$ cat config.mk
export PLATFORM = sky130hd
export DESIGN_NAME = sram_wait_ctrl
export DESIGN_NICKNAME = d
export VERILOG_FILES = /design/src/rtl/sram_wait_ctrl.sv
export SDC_FILE = /design/constraint.sdc
export NUM_CORES = 2
export LEC_CHECK = 0
export BUFFER_PORTS_ARGS = -buffer_cell sky130_fd_sc_hd__buf_2
export CAP_MARGIN = 20
export CORE_ASPECT_RATIO = 1.4
export CORE_MARGIN = 1
export CORE_UTILIZATION = 52
export CTS_BUF_LIST = sky130_fd_sc_hd__clkbuf_8 sky130_fd_sc_hd__clkbuf_16
export CTS_CLUSTER_DIAMETER = 60
export DETAILED_ROUTE_END_ITERATION = 8
export PLACE_DENSITY = 0.68
export RECOVER_POWER = 25
export SLEW_MARGIN = 20
export SYNTH_ARGS = -nofsm -noshare
export SYNTH_HDL_FRONTEND = slang
export SYNTH_SLANG_ARGS = --single-unit
$ cat constraint.sdc
create_clock -name clk -period 7.1 [get_ports clk]
set_input_delay 0.71 -clock clk [delete_from_list [all_inputs] [get_ports clk]]
set_output_delay 0.71 -clock clk [all_outputs]
set_load 0.005 [all_outputs]
$ cat src/rtl/sram_wait_ctrl.sv
// Word-addressed data SRAM behind a single-outstanding req/ready handshake with a programmable wait-state count.
// Optional per-lane write masking is enabled by defining SRAM_BYTE_WRITE_EN.
module sram_wait_ctrl #(
  parameter int unsigned DATA_W      = 32,
  parameter int unsigned ADDR_W      = 32,
  parameter int unsigned DEPTH       = 64,
  parameter int unsigned BASE_ADDR   = 1024,
  parameter int unsigned WAIT_CYCLES = 3
) (
  input  logic                  clk,
  input  logic                  rst_n,
  input  logic                  wr_en,
  input  logic                  rd_en,
  input  logic [ADDR_W-1:0]     address,
  input  logic [DATA_W-1:0]     write_data,
`ifdef SRAM_BYTE_WRITE_EN
  input  logic [DATA_W/8-1:0]   byte_en,
`endif
  output logic [DATA_W-1:0]     read_data,
  output logic                  ready,
  output logic                  freeze,
  output logic                  range_err
);

  localparam int unsigned NB    = DATA_W / 8;
  localparam int unsigned IDX_W = $clog2(DEPTH);
  localparam int unsigned LSB_W = $clog2(NB);
  localparam int unsigned CNT_W = $clog2(WAIT_CYCLES + 1);
  localparam int unsigned SPAN  = DEPTH * NB;

  typedef enum logic [1:0] {
    IDLE   = 2'd0,
    ACCESS = 2'd1,
    DONE   = 2'd2
  } state_t;

  logic [DATA_W-1:0] mem [DEPTH];

  state_t            state;
  logic [CNT_W-1:0]  cnt;
  logic              op_wr;
  logic [ADDR_W-1:0] addr_q;
  logic [DATA_W-1:0] wdata_q;
  logic [NB-1:0]     be_q;

  logic [ADDR_W-1:0] off;
  logic [IDX_W-1:0]  idx;
  logic              err;
  logic              commit;
  logic              wr_commit;

  // Addresses below the window wrap to a huge offset and fall out of range.
  always_comb begin
    off       = addr_q - ADDR_W'(BASE_ADDR);
    idx       = IDX_W'(off >> LSB_W);
    err       = (off >= ADDR_W'(SPAN)) | ((off & ADDR_W'(NB - 1)) != '0);
    commit    = (state == ACCESS) && (cnt == '0);
    wr_commit = commit & op_wr & ~err;
  end

  assign freeze = (wr_en | rd_en) & ~ready;

  always_ff @(posedge clk) begin
    if (!rst_n) begin
      state     <= IDLE;
      cnt       <= '0;
      read_data <= '0;
      ready     <= 1'b0;
      range_err <= 1'b0;
    end else begin
      case (state)
        IDLE: begin
          ready     <= 1'b0;
          range_err <= 1'b0;
          if (wr_en | rd_en) begin
            op_wr   <= wr_en;
            addr_q  <= address;
            wdata_q <= write_data;
`ifdef SRAM_BYTE_WRITE_EN
            be_q    <= byte_en;
`else
            be_q    <= '1;
`endif
            cnt     <= CNT_W'(WAIT_CYCLES - 1);
            state   <= ACCESS;
          end
        end
        ACCESS: begin
          if (cnt != '0) begin
            cnt <= cnt - CNT_W'(1);
          end else begin
            if (!op_wr) read_data <= err ? '0 : mem[idx];
            ready     <= 1'b1;
            range_err <= err;
            state     <= DONE;
          end
        end
        DONE: begin
          ready     <= 1'b0;
          range_err <= 1'b0;
          state     <= IDLE;
        end
        default: state <= IDLE;
      endcase
    end
  end

  // A reset asserted on the commit edge blocks the array write.
  always_ff @(posedge clk) begin
    if (rst_n && wr_commit) begin
      for (int i = 0; i < int'(NB); i++) begin
        if (be_q[i]) mem[idx][8*i +: 8] <= wdata_q[8*i +: 8];
      end
    end
  end

endmodule

# --- After elaboration in Yosys (flattened, before gate mapping) ---
# Memories as Yosys holds them, arrays and structs flattened.
# Index checks and enable logic that the tools add are counted.
word_totals:
  mem_bits_rw: 2048
  memories: 1
  elab_cells: 53
  out_inout_bits: 35
  register_bits: 103
mem_list:
  columns: ["memory", "words", "width", "rd", "rd_ports_with_merged_regs", "wr", "line", "rtl"]
  rows:
  - ["mem", 64, 32, 1, 0, 1, "37", "logic [DATA_W-1:0] mem [DEPTH];"]
classes:
  add_sub_neg: 2
  mux: 13
  magnitude_cmp: 1
  n_reduce_logical: 14
  bitwise_logic: 9
  eq_ne: 5
ops:
  columns: ["op", "count"]
  rows:
  - ["32-bit by 9-bit >= comparator with 1-bit output, second input constant", 1]
  - ["32-bit 2-to-1 mux", 1]
  - ["32-bit nonzero test", 1]
  - ["32-bit by 11-bit subtractor with 32-bit output, second input constant", 1]
  - ["3-bit AND reduction", 3]
  - ["2-bit 2-to-1 mux", 4]
  - ["2-bit case mux with 2 select lines", 2]
  - ["2-bit nonzero test", 3]
  - ["2-bit zero test", 2]
  - ["1-bit 2-to-1 mux", 4]
  - ["2-bit != test, second input constant", 2]
  - ["1-bit NOT", 4]
  - ["1-bit case mux with 2 select lines", 2]
  - ["2-bit AND reduction", 2]
  - ["1-bit AND", 3]
  - ["2-bit by 1-bit equality test with 1-bit output, second input constant", 1]
  - ["2-bit equality test, second input constant", 1]
  - ["1-bit logical AND", 2]
  - ["2-bit by 1-bit != test with 1-bit output, second input constant", 1]
  - ["1-bit OR", 2]
  - ["2-bit OR reduction", 1]
  - ["2-bit by 1-bit subtractor with 2-bit output, second input constant", 1]

# --- Depth between registers and ports, before layout ---
depth:
  ltp_word: 8
  ltp_mapped: 11
  ltp_nobuf: 9

# --- Worst setup path before layout ---
# OpenSTA, ideal clock, no wires.
synth_timing:
  kind: "input to register"
  start: "in rst_n"
  end: "reg addr_q[0], enable pin"
  setup_ns: 0.649
  cell_stages: 2
  t_arrival_ns: 6.917
  slack_ns: -0.466
  required_time_ns: 6.451
  cell_sequence: "inv_1 nor4_1"
synth_via:
  elab_chain_cells: 1
synth_rtl:
  columns: ["item", "line", "rtl"]
  rows:
  - ["start, declared", "11", "input logic rst_n,"]
  - ["3-bit AND reduction (no source line)", null, null]
  - ["end signal, assigned", "77", "addr_q <= address;"]
  - ["end, declared", "42", "logic [ADDR_W-1:0] addr_q;"]
# No other way between the ends.
# A chain may end at the register's enable or synchronous reset.

# --- Final worst setup path ---
layout_timing:
  start: "reg cnt[0]"
  end: "mem mem[17][26], enable pin"
layout_via:
  elab_chain_cells: 7
layout_rtl:
  columns: ["item", "line", "rtl"]
  rows:
  - ["start, declared", "40", "logic [CNT_W-1:0] cnt;"]
  - ["start signal, assigned", "84", "cnt <= CNT_W'(WAIT_CYCLES - 1);"]
  - ["start signal, assigned", "90", "cnt <= cnt - CNT_W'(1);"]
  - ["2-bit zero test", "57", "commit = (state == ACCESS) && (cnt == '0);"]
  - ["1-bit logical AND", "57", null]
  - ["1-bit AND (2 in a row)", "58", "wr_commit = commit & op_wr & ~err;"]
  - ["1-bit logical AND", "110", "if (rst_n && wr_commit) begin"]
  - ["1-bit 2-to-1 mux", null, null]
  - ["1-bit 2-to-1 mux (not written as such)", "112", "if (be_q[i]) mem[idx][8*i +: 8] <= wdata_q[8*i +: 8];"]
  - ["end, declared", "37", null]
# No other way between the ends.

==> qor_table.md <==
| Result | Reported | Unit |
|---|---|---|
| Number of synthesized register bits | 2,151 | - |
| Instance count along the most critical hold path | 1 | - |
| Rel. slew slack | -146 | % |
| Worst Path Required | 7.58 | ns |
| Remaining design rule violation count | 0 | - |
| Number of setup violations in the final report | 0 | - |
| Origin of the worst min-delay path | write_data[9] | - |
| Leakage power figure | 29.3 | nW |
| Total half-perimeter wirelength after legalization and detailed placement | 138,000 | µm |
| R2r endpoint | mem[17][26]$_DFFE_PP_ | - |
| Slew @ Worst Pin | 3.70 | ns |
| # nets final | 4,675 | - |
| Total standard cell area after synthesis | 0.0823 | mm² |
| Critical Path Sink Type | flop | - |
| Run status | complete, but fails checks | - |
| Maximum number of pins on one net before global-route repair | 108 | - |
| Fin Hold WS | 0.0514 | ns |
| Power density cells | 281 | mW/mm² |
| Final hold violation count | 0 | - |
| Path type of the worst min-delay path | input pin to flop | - |
| End point of the most critical hold path | wdata_q[9]$_DFFE_PP_ | - |
| Reg2Reg Depth | 8 | - |
| Wire length of the first global-routing pass | 340,000 | µm |
| Port Buffers | 102 | - |
| Root Buffer | sky130_fd_sc_hd__clkbuf_16 | - |
| Final-layout setup total negative slack | 0 | ns |
| Boundary pin count | 103 | - |
| Predominant post-synthesis flop cell | sky130_fd_sc_hd__edfxtp_1 | - |
| Share of synthesized flip-flops with an asynchronous set or reset | 0 | % |
| Total global-route track usage | 30.2 | % |
| Wire length per cell after detailed routing | 35.3 | µm |
| Buffers inserted by post-CTS timing repair | 0 | - |
| Sequential area share after synthesis | 78.0 | % |
| Syn Area/Cell | 18.7 | µm² |
| Syn Nets | 4,460 | - |
| Number of enable-type register cells in the synthesized netlist | 2,113 | - |
| Cell count after placement | 6,466 | - |
| Post-route fraction of the period consumed by the critical path | 70.0 | % |
| FF-to-FF setup slack | 2.13 | ns |
| Initial antenna violation count | 15 | - |
| Number of cells produced by synthesis | 4,391 | - |
| Cell internal pwr | 20.0 | mW |
| Family with the most delay on the worst path | simple AND/OR/NAND/NOR gates | - |
| Ratio of routed vias to standard cells | 6.74 | - |
| Kind of start point of the critical path | flop | - |
| Clock power share | 38.9 | % |
| Number of instances resized during post-cts repair | 0 | - |
| Clk sinks | 2,151 | - |
| Maximum achievable frequency | 201 | MHz |
| Area growth from synthesis to layout | 12.1 | % |
| TritonCTS clock tree | yes | - |
| Drt first-iter violations | 7,023 | - |
| Number of unique standard cell types used by synthesis | 73 | - |
| Number of clock buffers inserted by TritonCTS | 194 | - |
| Number of fill cells | 11,444 | - |
| Antenna violation net count after detailed routing | 0 | - |
| Worst path bufs/invs | 2 | - |
| Final routed wirelength across all metal layers | 242,000 | µm |
| Congestion Overflow GR | 0 | - |
| H-tree levels | 4 | - |
| Portion of total power attributed to combinational logic | 6.7 | % |
| Die height | 473 | µm |
| Worst IR Drop VDD | 0.195 | mV |
| CTS max path bufs | 3 | - |
| Worst path cell trace | inv_1, ha_1, nor2b_1, nand3_1, nor3_1, nand4_1, nor2_4, buf_4 | - |
| Sequential cell area | 0.0642 | mm² |
| Yosys warns | 0 | - |
| Cell with the most instances after synthesis | sky130_fd_sc_hd__edfxtp_1 | - |
| Signal arrival time at the worst endpoint | 5.45 | ns |
| Core utilization of the finished layout | 58.7 | % |
| Library cell with the largest summed area after synthesis | sky130_fd_sc_hd__edfxtp_1 | - |
| Clock-pin slew reported for the worst setup and hold paths after clock tree synthesis | 0.06 | ns |
| Number of max-cap violations | 24 | - |
| Share of layout cells above drive strength 1 | 21.3 | % |
| Net Switching | 5.88 | mW |
| Top area cells in the synthesized netlist | sky130_fd_sc_hd__edfxtp_1 (77%), sky130_fd_sc_hd__mux4_2 (4.7%), sky130_fd_sc_hd__mux2_2 (3.1%) | - |
| Final slew viol count | 1,560 | - |
| Maximum single-stage delay on the critical path | 1.06 | ns |
| Post-route insts no fill | 6,863 | - |
| Sw Ratio | 22.7 | % |
| Floorplan Core Area | 0.157 | mm² |
| RSZ-0062 raised after global routing | false | - |
| Clock latency reported for the late side of the worst-skew pair | 0.85 | ns |
| Area of the die | 0.160 | mm² |
| Crit Path Class | flop to flop | - |
| Number of detailed-routing iterations run before antenna repair | 8 | - |
| Std-Cell Rows | 172 | - |
| Crit. path cell count | 8 | - |
| Top cells by count, synth | sky130_fd_sc_hd__edfxtp_1 (2,113), sky130_fd_sc_hd__o22ai_1 (250), sky130_fd_sc_hd__mux2_2 (224), sky130_fd_sc_hd__nor2_1 (181), sky130_fd_sc_hd__nand2_1 (176) | - |
| Number of vias in the routed layout | 46,245 | - |
| Sequential share of power | 54.5 | % |
| Largest driver fanout on the critical path | 19 | - |
| Slowest cell on the critical path | sky130_fd_sc_hd__nand4_1 | - |
| RR Startpoint | cnt[0]$_SDFFE_PN0P_ | - |
| Violated checks | max-capacitance violations, max-slew violations | - |
| Synth top area share | 77.1 | % |
| Clock tree skew after final layout | 0.0368 | ns |
| Period minus WS final | 4.97 | ns |
| Final Wtd Congestion | 0.896 | - |
| Power consumption | 25.9 | mW |
| Footprint of the multi-input gates | 0.0170 | mm² |
| Initial core utilization | 52.4 | % |
| Chip width | 338 | µm |
| Via count of the first global-routing pass | 44,941 | - |
==> metal layers <==
layer / GRT usage [%] / share of wire [%]
met5: 0 / 0.057
met4: 13.6 / 5.0
met3: 7.07 / 12
met2: 48.1 / 47
met1: 39.8 / 36
==> worst max path at each step <==
stage,start,endpoint,slack [ns]
after global routing,cnt[0]$_SDFFE_PN0P_,mem[17][10]$_DFFE_PP_,1.93
final,cnt[0]$_SDFFE_PN0P_,mem[17][26]$_DFFE_PP_,2.13
after detailed placement,cnt[0]$_SDFFE_PN0P_,mem[17][12]$_DFFE_PP_,2.29
after global placement,addr_q[2]$_DFFE_PP_,read_data[2]$_SDFFE_PN0P_,2.20
after CTS,cnt[0]$_SDFFE_PN0P_,mem[17][10]$_DFFE_PP_,2.25
after floorplan,rst_n,addr_q[0]$_DFFE_PP_,2.22
==> placed cells by master (no fill, tap or decap), drive strengths merged, types with 94 or more instances in the layout <==
| master | Yosys | final |
|---|---|---|
| a21oi | 114 | 114 |
| buf | 210 | 252 |
| clkbuf | 84 | 229 |
| edfxtp | 2113 | 2113 |
| mux2 | 224 | 224 |
| mux2i | 165 | 165 |
| mux4 | 172 | 172 |
| nand2 | 176 | 176 |
| nor2 | 181 | 181 |
| o21ai | 94 | 94 |
| o221ai | 121 | 121 |
| o22ai | 250 | 250 |
==> registers in the layout (all words and copies together) (netlist names) <==
register	count
mem	2048
addr_q	32
read_data	32
wdata_q	32
cnt	2
state	2
op_wr	1
range_err	1
ready	1
==> area by class of cell <==
| cell class | instances | share of cell area, % |
|---|---|---|
| flip-flops and latches | 2151 | 69.6 |
| well taps | 2088 | 2.83 |
| clock buffers | 200 | 5.40 |
| multi-input cells | 1934 | 18.4 |
| inverters | 12 | 0.0570 |
| clock inverters | 160 | 1.18 |
| diodes | 5 | 0.0136 |
| repair buffers | 313 | 2.49 |
==> repair_timing <==
| action | 4_1_cts | 5_1_grt |
|---|---|---|
| hold endpoints to repair | 32 | 0 |
| hold buffers | 32 | 0 |
| setup endpoints to repair | 0 | 0 |
==> power by group through the flow <==
stage	clock, mW	combinational, mW	sequential (mW)
after floorplan	0	0.860	14.4
after global placement	0	1.67	14.3
after detailed placement	0	1.69	14.3
after CTS	10.1	1.70	14.1
after global routing	10.6	1.77	14.1
final	10.1	1.73	14.1
==> logic make-up after synthesis <==
| group | after synthesis | synth area share [%] |
|---|---|---|
| simple gates | 499 | 2.73 |
| buf+inv | 306 | 2.00 |
| flops | 2151 | 78.0 |
| fa+ha+maj | 1 | 0.0152 |
| mux | 561 | 9.78 |
| compound gates | 873 | 7.45 |
==> metrics by stage <==
step	setup slack (ns)	instance area, µm²
floorplan	2.22	82300
global placement	2.20	85800
detailed placement	2.29	86000
CTS	2.25	92400
global route	1.93	92200
finish	2.13	92300
Power figures use the tool's default switching activity.
